--- src/rtl/multicyc_exec_unit.sv ---
// rtl/multicyc_exec_unit.sv - multi-cycle MULT/DIV/MADD execute unit for HI/LO and MUL results
// Optional accumulate ops (MADD/MADDU/MSUB/MSUBU) are enabled by defining MULTICYC_MADD_EN.
module multicyc_exec_unit #(
    parameter int MUL_STAGES         = 2,
    parameter int DIV_BITS_PER_CYCLE = 1
) (
    input  logic        clk,
    input  logic        rst,
    input  logic        flush,
    input  logic        start,
    input  logic [3:0]  op,
    input  logic [31:0] reg1,
    input  logic [31:0] reg2,
    input  logic [63:0] hilo_i,
    output logic        busy,
    output logic        done,
    output logic [63:0] hilo_o,
    output logic [31:0] reg_o
);

    localparam int         DIV_ITERS    = 32 / DIV_BITS_PER_CYCLE;
    localparam logic [5:0] MUL_CNT_INIT = 6'((MUL_STAGES > 1) ? MUL_STAGES - 2 : 0);
    localparam logic [5:0] DIV_CNT_INIT = 6'(DIV_ITERS - 2);

    localparam logic [3:0] OP_MULT  = 4'd0;
    localparam logic [3:0] OP_MULTU = 4'd1;
    localparam logic [3:0] OP_DIV   = 4'd2;
    localparam logic [3:0] OP_DIVU  = 4'd3;
    localparam logic [3:0] OP_MADD  = 4'd4;
    localparam logic [3:0] OP_MADDU = 4'd5;
    localparam logic [3:0] OP_MSUB  = 4'd6;
    localparam logic [3:0] OP_MSUBU = 4'd7;
    localparam logic [3:0] OP_MUL   = 4'd8;

    typedef enum logic [2:0] {
        S_IDLE, S_MUL, S_DIV_PRE, S_DIV_ITER, S_DIV_POST, S_DONE
    } state_t;

    state_t      state_q, state_d;
    logic [3:0]  op_q, op_d;
    logic [31:0] a_q, a_d, b_q, b_d;
    logic [63:0] h_q, h_d;
    logic [5:0]  cnt_q, cnt_d;
    logic [31:0] rem_q, rem_d, quo_q, quo_d, dvs_q, dvs_d;
    logic [63:0] hilo_q, hilo_d;
    logic [31:0] rego_q, rego_d;

    logic        accept;
    logic        op_is_mul;
    logic [3:0]  m_op;
    logic [31:0] m_a, m_b;
    logic [63:0] m_h;
    logic        m_signed;
    logic [63:0] ext_a, ext_b, product, mul_hilo;
    logic [31:0] mul_reg;

    logic        div_signed;
    logic [31:0] mag_a, mag_b;
    logic [31:0] it_rem, it_quo, it_dvs;
    logic [32:0] trial;
    logic        neg_q, neg_r;

    assign busy   = (state_q != S_IDLE) && (state_q != S_DONE);
    assign done   = (state_q == S_DONE);
    assign hilo_o = hilo_q;
    assign reg_o  = rego_q;
    assign accept = start && !busy && !flush;

    always_comb begin
`ifdef MULTICYC_MADD_EN
        op_is_mul = (op == OP_MULT) || (op == OP_MULTU) || (op == OP_MUL) ||
                    (op == OP_MADD) || (op == OP_MADDU) || (op == OP_MSUB) || (op == OP_MSUBU);
`else
        op_is_mul = (op == OP_MULT) || (op == OP_MULTU) || (op == OP_MUL);
`endif
    end

    // A single-stage multiplier works straight from the ports at accept.
    always_comb begin
        m_op     = (state_q == S_MUL) ? op_q : op;
        m_a      = (state_q == S_MUL) ? a_q : reg1;
        m_b      = (state_q == S_MUL) ? b_q : reg2;
        m_h      = (state_q == S_MUL) ? h_q : hilo_i;
        m_signed = (m_op == OP_MULT) || (m_op == OP_MADD) || (m_op == OP_MSUB) || (m_op == OP_MUL);
        ext_a    = m_signed ? {{32{m_a[31]}}, m_a} : {32'd0, m_a};
        ext_b    = m_signed ? {{32{m_b[31]}}, m_b} : {32'd0, m_b};
        product  = ext_a * ext_b;
        mul_hilo = product;
        mul_reg  = 32'd0;
        case (m_op)
`ifdef MULTICYC_MADD_EN
            OP_MADD, OP_MADDU: mul_hilo = m_h + product;
            OP_MSUB, OP_MSUBU: mul_hilo = m_h - product;
`endif
            OP_MUL: begin
                mul_hilo = m_h;
                mul_reg  = product[31:0];
            end
            default: ;
        endcase
    end

    // Restoring division step; DIV_PRE feeds the first step from the fresh magnitudes.
    always_comb begin
        div_signed = (op_q == OP_DIV);
        mag_a      = (div_signed && a_q[31]) ? (32'd0 - a_q) : a_q;
        mag_b      = (div_signed && b_q[31]) ? (32'd0 - b_q) : b_q;
        neg_q      = div_signed && (a_q[31] ^ b_q[31]);
        neg_r      = div_signed && a_q[31];
        it_rem     = (state_q == S_DIV_PRE) ? 32'd0 : rem_q;
        it_quo     = (state_q == S_DIV_PRE) ? mag_a : quo_q;
        it_dvs     = (state_q == S_DIV_PRE) ? mag_b : dvs_q;
        trial      = 33'd0;
        for (int i = 0; i < DIV_BITS_PER_CYCLE; i++) begin
            trial  = {it_rem, it_quo[31]};
            it_quo = {it_quo[30:0], 1'b0};
            if (trial >= {1'b0, it_dvs}) begin
                trial     = trial - {1'b0, it_dvs};
                it_quo[0] = 1'b1;
            end
            it_rem = trial[31:0];
        end
    end

    always_comb begin
        state_d = state_q;
        op_d    = op_q;
        a_d     = a_q;
        b_d     = b_q;
        h_d     = h_q;
        cnt_d   = cnt_q;
        rem_d   = rem_q;
        quo_d   = quo_q;
        dvs_d   = dvs_q;
        hilo_d  = hilo_q;
        rego_d  = rego_q;
        case (state_q)
            S_IDLE, S_DONE: begin
                state_d = S_IDLE;
                if (accept) begin
                    op_d = op;
                    a_d  = reg1;
                    b_d  = reg2;
                    h_d  = hilo_i;
                    if (op_is_mul) begin
                        if (MUL_STAGES == 1) begin
                            hilo_d  = mul_hilo;
                            rego_d  = mul_reg;
                            state_d = S_DONE;
                        end else begin
                            cnt_d   = MUL_CNT_INIT;
                            state_d = S_MUL;
                        end
                    end else if ((op == OP_DIV) || (op == OP_DIVU)) begin
                        if (reg2 == 32'd0) begin
                            hilo_d  = {reg1, 32'hFFFF_FFFF};
                            rego_d  = 32'd0;
                            state_d = S_DONE;
                        end else begin
                            state_d = S_DIV_PRE;
                        end
                    end else begin
                        hilo_d  = hilo_i;
                        rego_d  = 32'd0;
                        state_d = S_DONE;
                    end
                end
            end
            S_MUL: begin
                if (cnt_q == 6'd0) begin
                    hilo_d  = mul_hilo;
                    rego_d  = mul_reg;
                    state_d = S_DONE;
                end else begin
                    cnt_d = cnt_q - 6'd1;
                end
            end
            S_DIV_PRE: begin
                rem_d   = it_rem;
                quo_d   = it_quo;
                dvs_d   = mag_b;
                cnt_d   = DIV_CNT_INIT;
                state_d = S_DIV_ITER;
            end
            S_DIV_ITER: begin
                rem_d = it_rem;
                quo_d = it_quo;
                if (cnt_q == 6'd0) begin
                    state_d = S_DIV_POST;
                end else begin
                    cnt_d = cnt_q - 6'd1;
                end
            end
            S_DIV_POST: begin
                hilo_d  = {neg_r ? (32'd0 - rem_q) : rem_q, neg_q ? (32'd0 - quo_q) : quo_q};
                rego_d  = 32'd0;
                state_d = S_DONE;
            end
            default: state_d = S_IDLE;
        endcase
        if (flush) begin
            state_d = S_IDLE;
            hilo_d  = hilo_q;
            rego_d  = rego_q;
        end
    end

    always_ff @(posedge clk or posedge rst) begin
        if (rst) begin
            state_q <= S_IDLE;
            op_q    <= 4'd0;
            a_q     <= 32'd0;
            b_q     <= 32'd0;
            h_q     <= 64'd0;
            cnt_q   <= 6'd0;
            rem_q   <= 32'd0;
            quo_q   <= 32'd0;
            dvs_q   <= 32'd0;
            hilo_q  <= 64'd0;
            rego_q  <= 32'd0;
        end else begin
            state_q <= state_d;
            op_q    <= op_d;
            a_q     <= a_d;
            b_q     <= b_d;
            h_q     <= h_d;
            cnt_q   <= cnt_d;
            rem_q   <= rem_d;
            quo_q   <= quo_d;
            dvs_q   <= dvs_d;
            hilo_q  <= hilo_d;
            rego_q  <= rego_d;
        end
    end

endmodule

--- config.mk ---
export PLATFORM = sky130hd
export DESIGN_NAME = multicyc_exec_unit
export DESIGN_NICKNAME = d
export VERILOG_FILES = /design/src/rtl/multicyc_exec_unit.sv
export SDC_FILE = /design/constraint.sdc
export NUM_CORES = 2
export LEC_CHECK = 0
export BUFFER_PORTS_ARGS = -buffer_cell sky130_fd_sc_hd__buf_2
export CORE_UTILIZATION = 45
export DETAILED_ROUTE_END_ITERATION = 10
export GPL_ROUTABILITY_DRIVEN = 0
export PLACE_DENSITY_LB_ADDON = 0.2
export REMOVE_ABC_BUFFERS = 1
export SLEW_MARGIN = 20
export SYNTH_ARGS = -nofsm -noshare
export SYNTH_HDL_FRONTEND = slang
export SYNTH_SLANG_ARGS = --single-unit
--- constraint.sdc ---
create_clock -name clk -period 10.3 [get_ports clk]
set_input_delay 0.515 -clock clk [delete_from_list [all_inputs] [get_ports clk]]
set_output_delay 0.515 -clock clk [all_outputs]
set_load 0.05 [all_outputs]
==> qor.csv <==
stage,metric,value,unit
run_status,status,"complete, no violations",
grt,largest net degree at the start of global routing,143,
grt,vias in the first global route,57600,
layout,register area,0.00833,mm²
floorplanning,Die X,388,µm
detailed_routing,# DRC,0,
sta,Tmin final,10.07,ns
yosys,Yosys cell types,73,
critical_path,Worst EP arrival,10.51,ns
yosys,Post-synth top cells,"inv_1 (1,645), fa_1 (1,420), nand2_1 (1,287)",
min_path,Hold Crit Class,in -> async,
layout,Layout Nets,9805,
sta,final hold violations,0,
yosys,"top cells by area, synth","fa_1 (42%), dfrtp_1 (12%), inv_1 (9.2%)",
yosys,synthesized area,0.0672,mm²
grt,total congestion overflow,0,
place,pre-CTS setup slack,-0.0482,ns
sta,f_max,99.3,MHz
critical_path,CP endpoint kind,register,
detailed_routing,final WL,250,mm
clocking,Root Buffer,clkbuf_16,
sta,Final setup viols,0,
floorplanning,Core Footprint,0.148,mm²
floorplanning,Die Span Y,388,µm
critical_path,CP Launch Type,register,
sta,RSZ-0062 raised after global routing,true,
critical_path,Crit path required time,10.74,ns
clocking,clock tree from TritonCTS,yes,
floorplanning,Cell Rows,141,
layout,post-layout util,0.505,
detailed_routing,Vias,55200,
clocking,CTS Hold Bufs,0,
critical_path,critical path class,reg -> reg,
yosys,"EDFF count, synth",0,
floorplanning,Die ar.,0.151,mm²
sta,Slew Limit Fails,0,
detailed_routing,post-route ant nets,0,
clocking,CTS Buf Count,39,
floorplanning,# IOs,234,
yosys,most common cell in the netlist,inv_1,
yosys,top cell type's share of synthesized area,0.423,
yosys,Yosys Warn Count,0,
grt,first-pass GRT wire length,373,mm
critical_path,crit-path max FO,38,
floorplanning,Initial Util,0.454,
sta,relative slew slack,0.179,
place,post-DP HPWL,204,mm
sta,Worst Clk Skew,0.0311,ns
clocking,CTS Buffer Depth,3,
clocking,"Clk pin slew, worst setup/hold paths",0.06,ns
critical_path,Slowest cell on crit path,fa_1,
place,port bufs,233,
critical_path,"slowest stage delay, CP",0.60,ns
grt,initial antenna violation count,22,
clocking,H-tree level count,2,
yosys,ys async rst share,1.00,
yosys,flop and latch count out of synthesis,333,
detailed_routing,drt via density,5.59,
layout,layout cells sized above 1,0.114,
layout,fill cell count,14000,
sta,Final WS setup,0.234,ns
clocking,clock sinks,333,
grt,GRT Total Usage,0.336,
detailed_routing,Routed WL per cell,25.3,µm
yosys,number of cells produced by synthesis,7603,
detailed_routing,drt pass-1 iters,6,
yosys,Most used DFF post-synth,dfrtp_1,
yosys,"Seq/Total Area, Yosys",0.124,
sta,Worst-Margin Slew,1.22,ns
yosys,mean post-synth cell area,8.83,µm²
clocking,clk_lat worst skew,0.58,ns
critical_path,Most common cell on crit path,fa_1,
critical_path,R2R depth,30,
sta,Tcrit/Tclk final,0.977,
yosys,dominant cell type by area after synthesis,fa_1,
layout,area taken by multi-input logic gates,0.0515,mm²
job,MaxCap Viol Count,0,
layout,synthesis-to-finish area growth,11.3,%
detailed_routing,initial drt markers,5172,
[what timing repair did]
item	CTS	global route
endpoints found under the setup margin	4	25
setup buffers	0	1
gates resized for setup	3	38
hold endpoints to repair	0	0
pin swaps	0	5
cloned	0	1
[worst max-delay path: cells and delay by family, from the launching register on]
kind / cells / cell delay, ns
and+or+nand+nor: 2 / 0.41
DFF: 1 / 0.40
buffers and inverters: 6 / 1.25
muxes: 2 / 0.71
AOI/OAI and AO/OA: 9 / 1.59
adders and majority gates: 11 / 5.53
[worst paths after layout]
path                                         from                endpoint  slack (ns)
hold reg to reg              reg_o[2]$_DFFE_PP0P_    reg_o[2]$_DFFE_PP0P_        0.46
max in group asynchronous                     rst   reg_o[26]$_DFFE_PP0P_        8.63
min in group clk                       hilo_i[35]     h_q[35]$_DFFE_PP0P_        0.19
setup reg to reg           state_q[0]$_DFFE_PP0P_  hilo_o[57]$_DFFE_PP0P_        0.23
setup / recovery           state_q[0]$_DFFE_PP0P_  hilo_o[57]$_DFFE_PP0P_        0.23
hold / removal                                rst    rem_q[3]$_DFFE_PP0P_        0.13
[cell families after synthesis]
family	after synthesis	synth area share
multiplexers	193	0.0312
AND/OR/NAND/NOR	2139	0.130
buffers and inverters	2013	0.113
AO/OA/AOI/OAI	911	0.0812
adder cells (fa/ha/maj)	1767	0.488
flip-flops	333	0.124
XOR/XNOR	247	0.0322
[stage by stage]
stage	hold WS [ns]	setup TNS (ns)	cells	cell area, µm²
floorplan	0.434	-348.89	7236	65800
global placement	0.448	0	9789	73200
detailed placement	0.451	-0.0987	9790	73200
CTS	0.167	0	9855	74500
global route	0.189	-0.119	9858	74700
finish	0.131	0	9868	74700
[state kept, by name (all words and copies together) (netlist names)]
register,flops
a_q,32
cnt_q,6
rem_q,32
reg_o,32
h_q,64
quo_q,32
dvs_q,32
state_q,3
hilo_o,64
b_q,32
op_q,4
[cells in the final DEF (no fill, tap or decap), types with 53 or more instances in the layout]
cell type / n
a21oi_1: 304
ha_1: 345
buf_2: 233
nor2b_1: 53
nand2_1: 1281
nor2_1: 547
o21ai_0: 271
fa_1: 1416
dfrtp_1: 332
buf_12: 60
a21o_1: 59
mux2_2: 130
buf_4: 321
xor2_1: 91
inv_1: 1643
xnor2_1: 155
[final cells by class]
| class | count | area share |
|---|---|---|
| clock inverter | 8 | 0.00137 |
| inverter | 1646 | 0.0828 |
| clock buffer | 57 | 0.0156 |
| tap | 1930 | 0.0323 |
| timing repair buffer | 626 | 0.0662 |
| antenna | 11 | 0.000368 |
| sequential | 333 | 0.112 |
| multi-input combinational | 5257 | 0.690 |
[metal layers]
metal,wire length (µm),share of wire,global-route usage,vias to the layer above
met1,94400,0.38,0.422,28000
met3,27900,0.11,0.0977,689
met4,17500,0.070,0.184,14
met2,110000,0.44,0.520,2844
met5,298,0.0012,0.00638,-
li1,-,-,-,23600
Power is left out: the tool's default activity adds up to more than one toggle a clock period on the data nets, which glitch-free logic cannot reach.
